`config.mk`:
```
export PLATFORM = sky130hd
export DESIGN_NAME = ifetch_ctrl
export DESIGN_NICKNAME = d
export VERILOG_FILES = /design/src/rtl/ifetch_ctrl.sv
export SDC_FILE = /design/constraint.sdc
export NUM_CORES = 1
export LEC_CHECK = 0
export CAP_MARGIN = 10
export CELL_PAD_IN_SITES_DETAIL_PLACEMENT = 1
export CELL_PAD_IN_SITES_GLOBAL_PLACEMENT = 1
export CORE_ASPECT_RATIO = 2
export CORE_UTILIZATION = 44
export DETAILED_ROUTE_END_ITERATION = 7
export DONT_BUFFER_PORTS = 1
export PLACE_DENSITY_LB_ADDON = 0.1
export SETUP_SLACK_MARGIN = 0.1
export SKIP_LAST_GASP = 1
export SYNTH_ARGS = -nofsm -noshare
export SYNTH_HDL_FRONTEND = slang
export SYNTH_SLANG_ARGS = --single-unit
```
`constraint.sdc`:
```
create_clock -name clk_i -period 2.63 [get_ports clk_i]
set_input_delay 0.789 -clock clk_i [delete_from_list [all_inputs] [get_ports clk_i]]
set_output_delay 0.789 -clock clk_i [all_outputs]
set_load 0.05 [all_outputs]
```
`src/rtl/ifetch_ctrl.sv`:
```
// Instruction-fetch control: single-outstanding req/ack fetch feeding the IF/ID register.
// Define IFETCH_PERF_EN to add the fetch_wait_cnt_o memory-wait cycle counter.
module ifetch_ctrl (
    input  logic        clk_i,
    input  logic        rst_i,
    input  logic        start_i,
    input  logic        stall_i,
    input  logic        flush_i,
    input  logic [31:0] pc_i,
    input  logic        mem_ack_i,
    input  logic [31:0] mem_data_i,
    output logic        mem_req_o,
    output logic [31:0] mem_addr_o,
    output logic        pcEnable_o,
    output logic [31:0] instr_o,
    output logic [31:0] pc_o,
`ifdef IFETCH_PERF_EN
    output logic [31:0] fetch_wait_cnt_o,
`endif
    output logic        valid_o
);

    typedef enum logic [1:0] {
        ST_IDLE = 2'd0,
        ST_WAIT = 2'd1,
        ST_HOLD = 2'd2
    } state_t;

    state_t      state_q;
    logic        drop_q;
    logic [31:0] addr_q;
    logic [31:0] hold_q;

    logic        resp_ok;
    logic        hold_ok;
    logic        deliver;
    logic [31:0] deliver_word;

    // A word is usable only if nothing has invalidated it: a pending drop,
    // a flush this cycle, or the CPU being halted.
    assign resp_ok      = (state_q == ST_WAIT) && mem_ack_i && !drop_q && !flush_i && start_i;
    assign hold_ok      = (state_q == ST_HOLD) && !flush_i && start_i;
    assign deliver      = (resp_ok || hold_ok) && !stall_i;
    assign deliver_word = (state_q == ST_HOLD) ? hold_q : mem_data_i;

    assign mem_req_o  = (state_q == ST_WAIT);
    assign mem_addr_o = addr_q;
    assign pcEnable_o = rst_i && start_i && (flush_i || deliver);

    always_ff @(posedge clk_i or negedge rst_i) begin
        if (!rst_i) begin
            state_q <= ST_IDLE;
            drop_q  <= 1'b0;
            addr_q  <= 32'h0;
            hold_q  <= 32'h0;
            instr_o <= 32'h0;
            pc_o    <= 32'h0;
            valid_o <= 1'b0;
        end else begin
            case (state_q)
                ST_IDLE: begin
                    if (start_i && !flush_i) begin
                        addr_q  <= pc_i;
                        state_q <= ST_WAIT;
                    end
                end
                ST_WAIT: begin
                    if (mem_ack_i) begin
                        drop_q <= 1'b0;
                        if (drop_q || flush_i || !start_i || !stall_i) begin
                            state_q <= ST_IDLE;
                        end else begin
                            hold_q  <= mem_data_i;
                            state_q <= ST_HOLD;
                        end
                    end else if (flush_i || !start_i) begin
                        // Request cannot be withdrawn; remember to discard its response.
                        drop_q <= 1'b1;
                    end
                end
                ST_HOLD: begin
                    if (flush_i || !start_i || !stall_i) begin
                        state_q <= ST_IDLE;
                    end
                end
                default: state_q <= ST_IDLE;
            endcase

            if (flush_i) begin
                instr_o <= 32'h0;
                pc_o    <= 32'h0;
                valid_o <= 1'b0;
            end else if (!stall_i) begin
                if (deliver) begin
                    instr_o <= deliver_word;
                    pc_o    <= addr_q + 32'd4;
                    valid_o <= 1'b1;
                end else begin
                    instr_o <= 32'h0;
                    valid_o <= 1'b0;
                end
            end
        end
    end

`ifdef IFETCH_PERF_EN
    always_ff @(posedge clk_i or negedge rst_i) begin
        if (!rst_i) begin
            fetch_wait_cnt_o <= 32'h0;
        end else if (state_q == ST_WAIT) begin
            fetch_wait_cnt_o <= fetch_wait_cnt_o + 32'd1;
        end
    end
`endif

endmodule
```
==> results of run 1 <==
-- sequential cells by signal, summed over array words and instances (netlist names) --
signal	flops
drop_q	1
hold_q	32
instr_o	32
mem_addr_o	32
valid_o	1
state_q	2
pc_o	32
-- critical path, delay by kind of cell, from the launching register on --
family             cells  cell delay, ps
DFF                    1             440
AOI/OAI and AO/OA      1             120
and+or+nand+nor        3             660
-- routing by layer --
layer	global-route usage, %	vias up	wire length, um
li1	-	1835	-
met1	23.32	2035	4954
met2	40.84	131	8179
met3	6.213	16	992
met4	6.672	0	260
met5	0	-	0
-- how the worst min path moves through the flow --
stage                        to  cells after the start
floorplan            state_q[0]                      1
global placement      hold_q[9]                      1
detailed placement    hold_q[8]                      1
CTS                 instr_o[19]                      0
global route        instr_o[19]                      0
finish              instr_o[24]                      0
-- power by group through the flow --
stage	logic [mW]	registers, mW	clock network (mW)
after floorplan	0.422	2.95	0
after global placement	0.987	2.65	0
after detailed placement	1.01	2.67	0
after CTS	1.01	2.64	2.54
after global routing	1.07	2.67	2.61
final	0.998	2.63	2.47
-- cell usage in the layout, fill, tap and decap left out, types with 2 or more instances in the layout --
cell type,instances
dfrtp_1,132
o211ai_1,4
or4_1,5
nor4_1,11
nor2b_1,2
a211o_1,10
o21ai_0,41
nand4_1,9
mux2_2,63
buf_4,34
nand3_1,15
nor2_1,4
clkbuf_16,17
or3_1,2
a21oi_1,3
and4_1,2
nand3b_1,14
nand2_1,53
inv_6,5
a22o_1,8
mux2i_1,32
a211oi_1,2
o311a_1,2
inv_1,3
clkinv_4,3
xor2_1,4
nor4b_1,2
xnor2_1,10
clkbuf_8,2
o211a_1,8
bufinv_16,3
nor3_1,3
-- kinds of logic (layout without fill, tap and decap cells) --
group / Yosys count / count (layout) / share of synthesized area [%]
flops: 132 / 132 / 55.98
xor+xnor: 14 / 14 / 2.078
simple gates: 135 / 135 / 12.53
compound gates: 81 / 81 / 9.182
buf+inv: 35 / 69 / 2.566
fa+ha+maj: 1 / 1 / 0.2120
mux: 95 / 95 / 17.45
-- final cells by class --
type	count	area, um2
clock buffers	20	456.7
inverters	3	11.26
well taps	152	190.2
clock inverters	12	167.7
repair buffers	34	255.2
flip-flops and latches	132	3303
fillers	1359	6193
multi-input cells	326	2489
==> impl_results.md, run 1 <==
* VDD IR-drop max at 0.0004812 V
* Mapped Area at ~6000 um2
* GP Congestion at 0.8465
* Tcrit/Tclk final at 91.29%
* Placement-stage worst setup slack at approximately 340 ps
* First-pass detailed-route iteration total at 6
* Reg-to-reg startpoint: mem_addr_o[2]
* Max Cap Violations at 0
* Post-synth cell types at 41
* Hold slack at 80.49 ps
* Synth top area cells: dfrtp_1 56%, mux2_2 12%, mux2i_1 5.4%
* Required time worst endpoint at 1840 ps
* Seq/Total Area, Yosys at 55.98%
* Layout Utilization at 52.60%
* Outcome: complete, but fails checks
* Dpl cells at around 650
* Total power draw at 6.107 mW
* Global-route wire length before repair at 23710 um
* Grt ovf at 0
* Failing checks: DRC
* # diodes at 0
* Crit path from: state_q[1]
* RSZ-0062 raised after global routing: false
* Resize count post-CTS at 0
* Nets at ~590
* WL per Instance at 21.19 um
* Slew Limit Headroom at 57.33%
* Yosys warns at 0
* HP Class: primary input to asynchronous set/reset pin
* Initial drt markers at about 150
* Final Hold Viols at 0
* R2R depth at 4
* Area Overhead vs Synth at 16.48%
* Initial antenna violation count at 0
* Sw Ratio at 30.68%
* Clock skew at 6.367 ps
* Clock buffer count from CTS at 17
* Top FF cell, synth: dfrtp_1
* TritonCTS clock tree: done
* WL final at 14390 um
* Async set-reset flop share out of synthesis at 100.0%
* DIE WIDTH at 83.89 um
* Fmax at 416.5 MHz
* Initial core utilization at 45.16%
* Die H at between 150 and 200 um
* Critical Path Sink Type: primary output
* Critical path type: flip-flop to primary output
* Hold Buf Count CTS at 0
* Finished Cell Area at 6873 um2
* Fin cells at 679
* Avg Inst Size Synth at 11.97 um2
* Placed wire-length estimate at 9969 um
* Post-CTS setup buffers at 0
* Most frequent cell after synthesis: dfrtp_1
* Reg-to-Reg End: pc_o[31]
* H-tree levels at 4
* # setup viols final at 0
* EDFF count, synth at 0
* Dominant cell type by area after synthesis: dfrtp_1
* DRC at 26
* I/O pins at 169
* Skew-Pair Late Insertion Delay at 400 ps
* Psw at 1.873 mW
* Sequential share of power at 43.1%
* Via-to-Cell Ratio at ~6
* Minimum clock period after layout at 2401 ps
* Int Power at 4.233 mW
* Routed Antenna Nets at 0
* Worst EP arrival at 1610 ps
* Die area at roughly 14000 um2
* Core area at ~13000 um2
* Syn_nets at 564
* Setup_tns at 0 ps
* Crit-path slowest cell: dfrtp_1
* Clock share of power at 40.5%
* Mapped Cells at between 400 and 500
* Synth top area share at 55.98%
* Fin. max-slew vios at 0
* List of most frequent post-synthesis cells: 132 x dfrtp_1, 63 x mux2_2, 53 x nand2_1
* CP max stage delay at 440 ps
* Gr usage total at 21.85%
* CP Cell Sequence: nand4bb_1 -> nand2_1 -> a31oi_4 -> nor2_4
* Crit path max fanout at 5
* Root Buffer: clkbuf_16
* Vias in the first global route at 4500
* Worst-margin pin slew at 640.1 ps
* Post-DP Area at between 6000 and 7000 um2
* Worst Setup Slack, final at 229.0 ps
* Largest net degree at the start of global routing at 134
* FP Rows at 59
* Input/output buffers at 0
* Worst R2R Setup Slack at 330 ps
* Clock-pin slew on the worst setup and hold paths at 60 ps
* Seq cells post-synth at 132
* Clock Sinks at 132
* Power density over the cells at 888.5 nW/um2
* Via count at about 4000
* Fraction of layout cells with a size suffix above 1 at 26.38%
* CP Launch Type: flip-flop
* Crit path to: pcEnable_o
* Combinational power share at 16.3%
* Longest Clk Path Bufs at 2
* P_leak at about 3.4 nW
(Power assumes the default switching activity.)
==> inputs of run 2 (changes only) <==
- CORE_ASPECT_RATIO: 2 -> 0.9
- SKIP_LAST_GASP: 1 -> unset
==> impl_results.md, run 2 (synthesis gave the netlist of run 1 again) <==
* Max Cap Violations at 0 (unchanged)
* Worst-margin pin slew at 637.5 ps (-2.574 ps)
* # diodes at 0 (unchanged)
* Fraction of layout cells with a size suffix above 1 at 25.29% (-1.1 points)
* Gr usage total at 22.82% (+0.97 points)
* Post-CTS setup buffers at 0 (unchanged)
* DRC at 0 (-100%)
* Critical Path Sink Type: primary output
* GR Util met3 at 8.555% (+2.3 points)
* Largest net degree at the start of global routing at 134 (unchanged)
* First-pass detailed-route iteration total at 4 (-2)
* Multi-input logic area at 2489 um2 (unchanged)
* H-tree levels at 4 (unchanged)
* Longest Clk Path Bufs at 2 (unchanged)
* Critical path type: flip-flop to primary output
* Final Hold Viols at 0 (unchanged)
* Area Overhead vs Synth at 15.56%
* Die area at 13880 um2 (-0.19%)
* Int Power at 4.017 mW (-5.1%)
* Clock skew at 9.044 ps (+2.677 ps)
* Worst EP arrival at 1640 ps (+30 ps)
* Met2 Use GR at 35.25% (-5.6 points)
* Met1 Use GR at 27.75% (+4.4 points)
* Slew Limit Headroom at 57.50% (+0.17 points)
* Root Buffer: clkbuf_16
* Resize count post-CTS at 0 (unchanged)
* Crit-path slowest cell: dfrtp_1
* Global-route wire length before repair at 23650 um (-0.23%)
* Register area at 3303 um2 (unchanged)
* Required time worst endpoint at 1840 ps (about the same)
* Total power draw at 5.815 mW (-4.8%)
* Clock buffer count from CTS at 17 (unchanged)
* CP max stage delay at 420 ps (-20 ps)
* RSZ-0062 raised after global routing: false
* Input/output buffers at 0 (unchanged)
* Combinational power share at 16.9% (+0.6 points)
* WL per Instance at 21.29 um (+0.46%)
* Tcrit/Tclk final at 92.40% (+1.1 points)
* WL final at 14600 um (+1.5%)
* Psw at 1.797 mW (-4.1%)
* CP Cell Sequence: nand2b_2 -> nand2_1 -> a31oi_4 -> nor2_4
* # setup viols final at 0 (unchanged)
* Fill count at 1328 (-2.3%)
* Setup_tns at 0 ps (unchanged)
* Commonest non-fill, non-tap cell in the layout: dfrtp_1
* Placed wire-length estimate at 9793 um (-1.8%)
* Core area at 12880 um2 (-1.4%)
* Grt ovf at 0 (unchanged)
* P_leak at 3.344 nW (-0.91%)
* Power density over the cells at 852.7 nW/um2 (-4.0%)
* Routed Antenna Nets at 0 (unchanged)
* Sw Ratio at 30.91% (+0.23 points)
* FP Rows at 39 (-34%)
* VDD IR-drop max at 0.0005700 V (+18%)
* Fmax at 411.5 MHz (-1.2%)
* Die H at 111.9 um (-33%)
* Initial drt markers at 194 (+32%)
* Via count at 4043 (+0.65%)
* Clock Sinks at 132 (unchanged)
* Initial antenna violation count at 0 (unchanged)
* GP Congestion at 0.7473 (-12%)
* HP Class: primary input to asynchronous set/reset pin
* Fin cells at 686 (+1.0%)
* Initial core utilization at 45.80% (+0.64 points)
* TritonCTS clock tree: done
* Dpl cells at 657 (+1.5%)
* Clock-pin slew on the worst setup and hold paths at 50 ps (about the same)
* Skew-Pair Late Insertion Delay at 430 ps (+30 ps)
* DIE WIDTH at 124.1 um (+48%)
* GR peak layer: met2
* Clock share of power at 37.2% (-3.3 points)
* CP Launch Type: flip-flop
* Fin. max-slew vios at 0 (unchanged)
* Hold slack at 61.90 ps (-18.59 ps)
* I/O pins at 169 (unchanged)
* Sequential share of power at 45.9% (+2.8 points)
* Crit path max fanout at 7 (+2)
* Hold Buf Count CTS at 0 (unchanged)
* Minimum clock period after layout at 2430 ps (+29.14 ps)
* Vias in the first global route at 4390 (-2.4%)
* Outcome: completed
* Commonest non-fill, non-tap cells in the layout: 132 x dfrtp_1, 63 x mux2_2, 53 x nand2_1
* Via-to-Cell Ratio at 5.894 (-0.38%)
* Nets at 583 (-0.34%)
## run 2: changes by cell type in the layout (fill, tap and decap cells not counted)
cell and delta:
buf_12 +3, buf_4 -5, bufinv_16 -2, clkbuf_1 +2
clkbuf_8 +1, clkinv_2 +5, clkinv_4 -3, clkinvlp_4 -1
inv_6 -5
## run 2: final timing paths
kind	endpoint	cells past startpoint	start	slack, ps
setup / recovery	pcEnable_o	4	state_q[0]	200
hold / removal	pc_o[24]	0	rst_i	60
setup reg to reg	pc_o[31]	4	mem_addr_o[5]	360
hold reg to reg	hold_q[3]	1	hold_q[3]	500
max in group asynchronous	instr_o[10]	0	rst_i	2350
min in group clk_i	drop_q	1	mem_ack_i	450
## run 2: layer usage
layer | wire (um) | vias to the layer above
li1 | - | 1836
met1 | 6070 | 2060
met2 | 7008 | 126
met3 | 1231 | 21
met4 | 291 | 0
met5 | 0 | -
## run 2: final cells by class
cell class	count	area share [%]
Tap cell	164	3.009
Sequential cell	132	48.44
Multi-Input combinational cell	326	36.50
Clock buffer	23	7.009
Clock inverter	6	0.8073
Timing Repair Buffer	32	4.073
Inverter	3	0.1651
## run 2: power groups by stage
| stage | registers, mW | logic (mW) | clock network (mW) |
|---|---|---|---|
| 2_1_floorplan | 2.95 | 0.422 | 0 |
| 3_3_place_gp | 2.68 | 0.964 | 0 |
| 3_5_place_dp | 2.70 | 0.989 | 0 |
| 4_1_cts | 2.67 | 0.994 | 2.23 |
| 5_1_grt | 2.71 | 1.05 | 2.30 |
| 6_report | 2.67 | 0.983 | 2.16 |
## run 2: critical path: cells and delay by family (launching register included)
family / cells / cell delay [ps]
AOI/OAI and AO/OA: 1 / 110
DFF: 1 / 420
and+or+nand+nor: 3 / 680
## run 2: per-stage QoR
| step | area (um2) | worst slack (ps) | util (%) |
|---|---|---|---|
| global placement | 6286 | 330.9 | 48.80 |
| floorplan | 5927 | 106.8 | - |
| finish | 6819 | 199.9 | 52.93 |
| global route | 6819 | 106.3 | 52.93 |
| CTS | 6819 | 169.5 | 52.93 |
| detailed placement | 6286 | 294.0 | 48.80 |
==> inputs of run 3 (changes only) <==
- PLACE_DENSITY: unset -> 0.81
- PLACE_DENSITY_LB_ADDON: 0.1 -> unset
==> impl_results.md, run 3 (synthesis gave the netlist of run 1 again) <==
* CP max stage delay at 420 ps (about the same)
* Max Cap Violations at 0 (unchanged)
* Tcrit/Tclk final at 92.33% (about the same)
* Met2 Use GR at 37.83% (+2.6 points)
* # diodes at 0 (unchanged)
* Final Hold Viols at 0 (unchanged)
* Area Overhead vs Synth at 15.12%
* WL final at 14700 um (+0.70%)
* HP Class: primary input to asynchronous set/reset pin
* Initial drt markers at 277 (+43%)
* Commonest non-fill, non-tap cell in the layout: dfrtp_1
* Global-route wire length before repair at 23550 um (-0.44%)
* Minimum clock period after layout at 2428 ps (-1.774 ps)
* Clock buffer count from CTS at 17 (unchanged)
* Worst EP arrival at 1640 ps (about the same)
* VDD IR-drop max at 0.0007731 V (+36%)
* Outcome: completed
* H-tree levels at 4 (unchanged)
* CP delay by family, top: simple AND/OR/NAND/NOR gates
* Worst R2R Setup Slack at 340 ps (-20 ps)
* Die area at 13880 um2 (unchanged)
* Placed wire-length estimate at 9998 um (+2.1%)
* Core area at 12880 um2 (unchanged)
* Gr usage total at 22.79% (-0.029 points)
* FP Rows at 39 (unchanged)
* Multi-input logic area at 2489 um2 (unchanged)
* Worst-margin pin slew at 656.3 ps (+18.83 ps)
* GP Congestion at 0.7950 (+6.4%)
* TritonCTS clock tree: done
* Hold slack at 66.84 ps (+4.938 ps)
* Hold Buf Count CTS at 0 (unchanged)
* DIE WIDTH at 124.1 um (unchanged)
* Longest Clk Path Bufs at 2 (unchanged)
* GR peak layer: met2
* DRC at 0 (unchanged)
* Met1 Use GR at 26.68% (-1.1 points)
* Fmax at 411.8 MHz (about the same)
* Critical Path Sink Type: primary output
* Crit-path slowest cell: dfrtp_1
* Input/output buffers at 0 (unchanged)
* Fraction of layout cells with a size suffix above 1 at 25.33% (+0.046 points)
* Vias in the first global route at 4451 (+1.4%)
* Power density over the cells at 847.5 nW/um2 (-0.61%)
* Slew Limit Headroom at 56.25% (-1.3 points)
* Buf/Inv on CP at 0 (unchanged)
* Initial core utilization at 45.80% (unchanged)
* CP Cell Sequence: nand2b_2 -> nand2_1 -> a31oi_4 -> nor2_4
* Skew-Pair Late Insertion Delay at 420 ps (about the same)
* Crit path max fanout at 6 (-1)
* Die H at 111.9 um (unchanged)
* Register area at 3303 um2 (unchanged)
* Fin. max-slew vios at 0 (unchanged)
* Via count at 4105 (+1.5%)
* GR Util met3 at 8.658% (+0.10 points)
* Required time worst endpoint at 1840 ps (about the same)
* WL per Instance at 21.34 um (+0.26%)
* First-pass detailed-route iteration total at 4 (unchanged)
* Clock Sinks at 132 (unchanged)
* RSZ-0062 raised after global routing: false
* Post-DP Area at 6269 um2 (-0.28%)
* I/O pins at 169 (unchanged)
* Clock skew at 7.260 ps (-1.784 ps)
* Grt ovf at 0 (unchanged)
* Largest net degree at the start of global routing at 134 (unchanged)
* Total power draw at 5.757 mW (-1.0%)
* Fill count at 1341 (+0.98%)
* Finished Cell Area at 6793 um2 (-0.39%)
* CP Launch Type: flip-flop
* Post-CTS setup buffers at 0 (unchanged)
* Commonest non-fill, non-tap cells in the layout: 132 x dfrtp_1, 63 x mux2_2, 53 x nand2_1
* Root Buffer: clkbuf_16
* Resize count post-CTS at 0 (unchanged)
* P_leak at 3.333 nW (-0.33%)
* Routed Antenna Nets at 0 (unchanged)
* Initial antenna violation count at 0 (unchanged)
* Clock-pin slew on the worst setup and hold paths at 50 ps (about the same)
* Setup_tns at 0 ps (unchanged)
* Nets at 584 (+0.17%)
* Critical path type: flip-flop to primary output
* Via-to-Cell Ratio at 5.958 (+1.1%)
* # setup viols final at 0 (unchanged)
## run 3: cell count changes in the layout (fill, tap and decap cells not counted), sizes merged
cell,delta
bufinv,-1
clkbuf,+3
buf,+1
## run 3: worst paths after layout
check | from | to | depth (start not counted)
max | state_q[0] | pcEnable_o | 4
min | rst_i | mem_addr_o[5] | 0
max reg2reg | mem_addr_o[7] | pc_o[31] | 4
min reg2reg | hold_q[18] | hold_q[18] | 1
max in group asynchronous | rst_i | pc_o[14] | 0
min in group clk_i | mem_ack_i | drop_q | 1
## run 3: area by class of cell
| cell class | instances | area share [%] |
|---|---|---|
| Tap cell | 164 | 3.021 |
| Timing Repair Buffer | 33 | 3.831 |
| Clock inverter | 5 | 0.3684 |
| Sequential cell | 132 | 48.63 |
| Clock buffer | 26 | 7.349 |
| Multi-Input combinational cell | 326 | 36.64 |
| Inverter | 3 | 0.1658 |
## run 3: routing by layer
layer	routed length, um	up-vias
li1	-	1840
met3	1017	15
met4	180	0
met5	0	-
met1	5911	2138
met2	7595	112
## run 3: per-stage QoR
stage	setup WS, ps	cells	utilization, %
6_report	201.6	689	52.73
5_1_grt	144.8	689	52.73
4_1_cts	179.4	689	52.73
3_5_place_dp	319.5	658	48.66
3_3_place_gp	398.4	658	48.66
2_1_floorplan	106.8	493	-
## run 3: report_power, final
part	internal (mW)	switching [mW]
Sequential	2.28	0.363
Combinational	0.384	0.619
Clock	1.29	0.818
Total	3.96	1.80
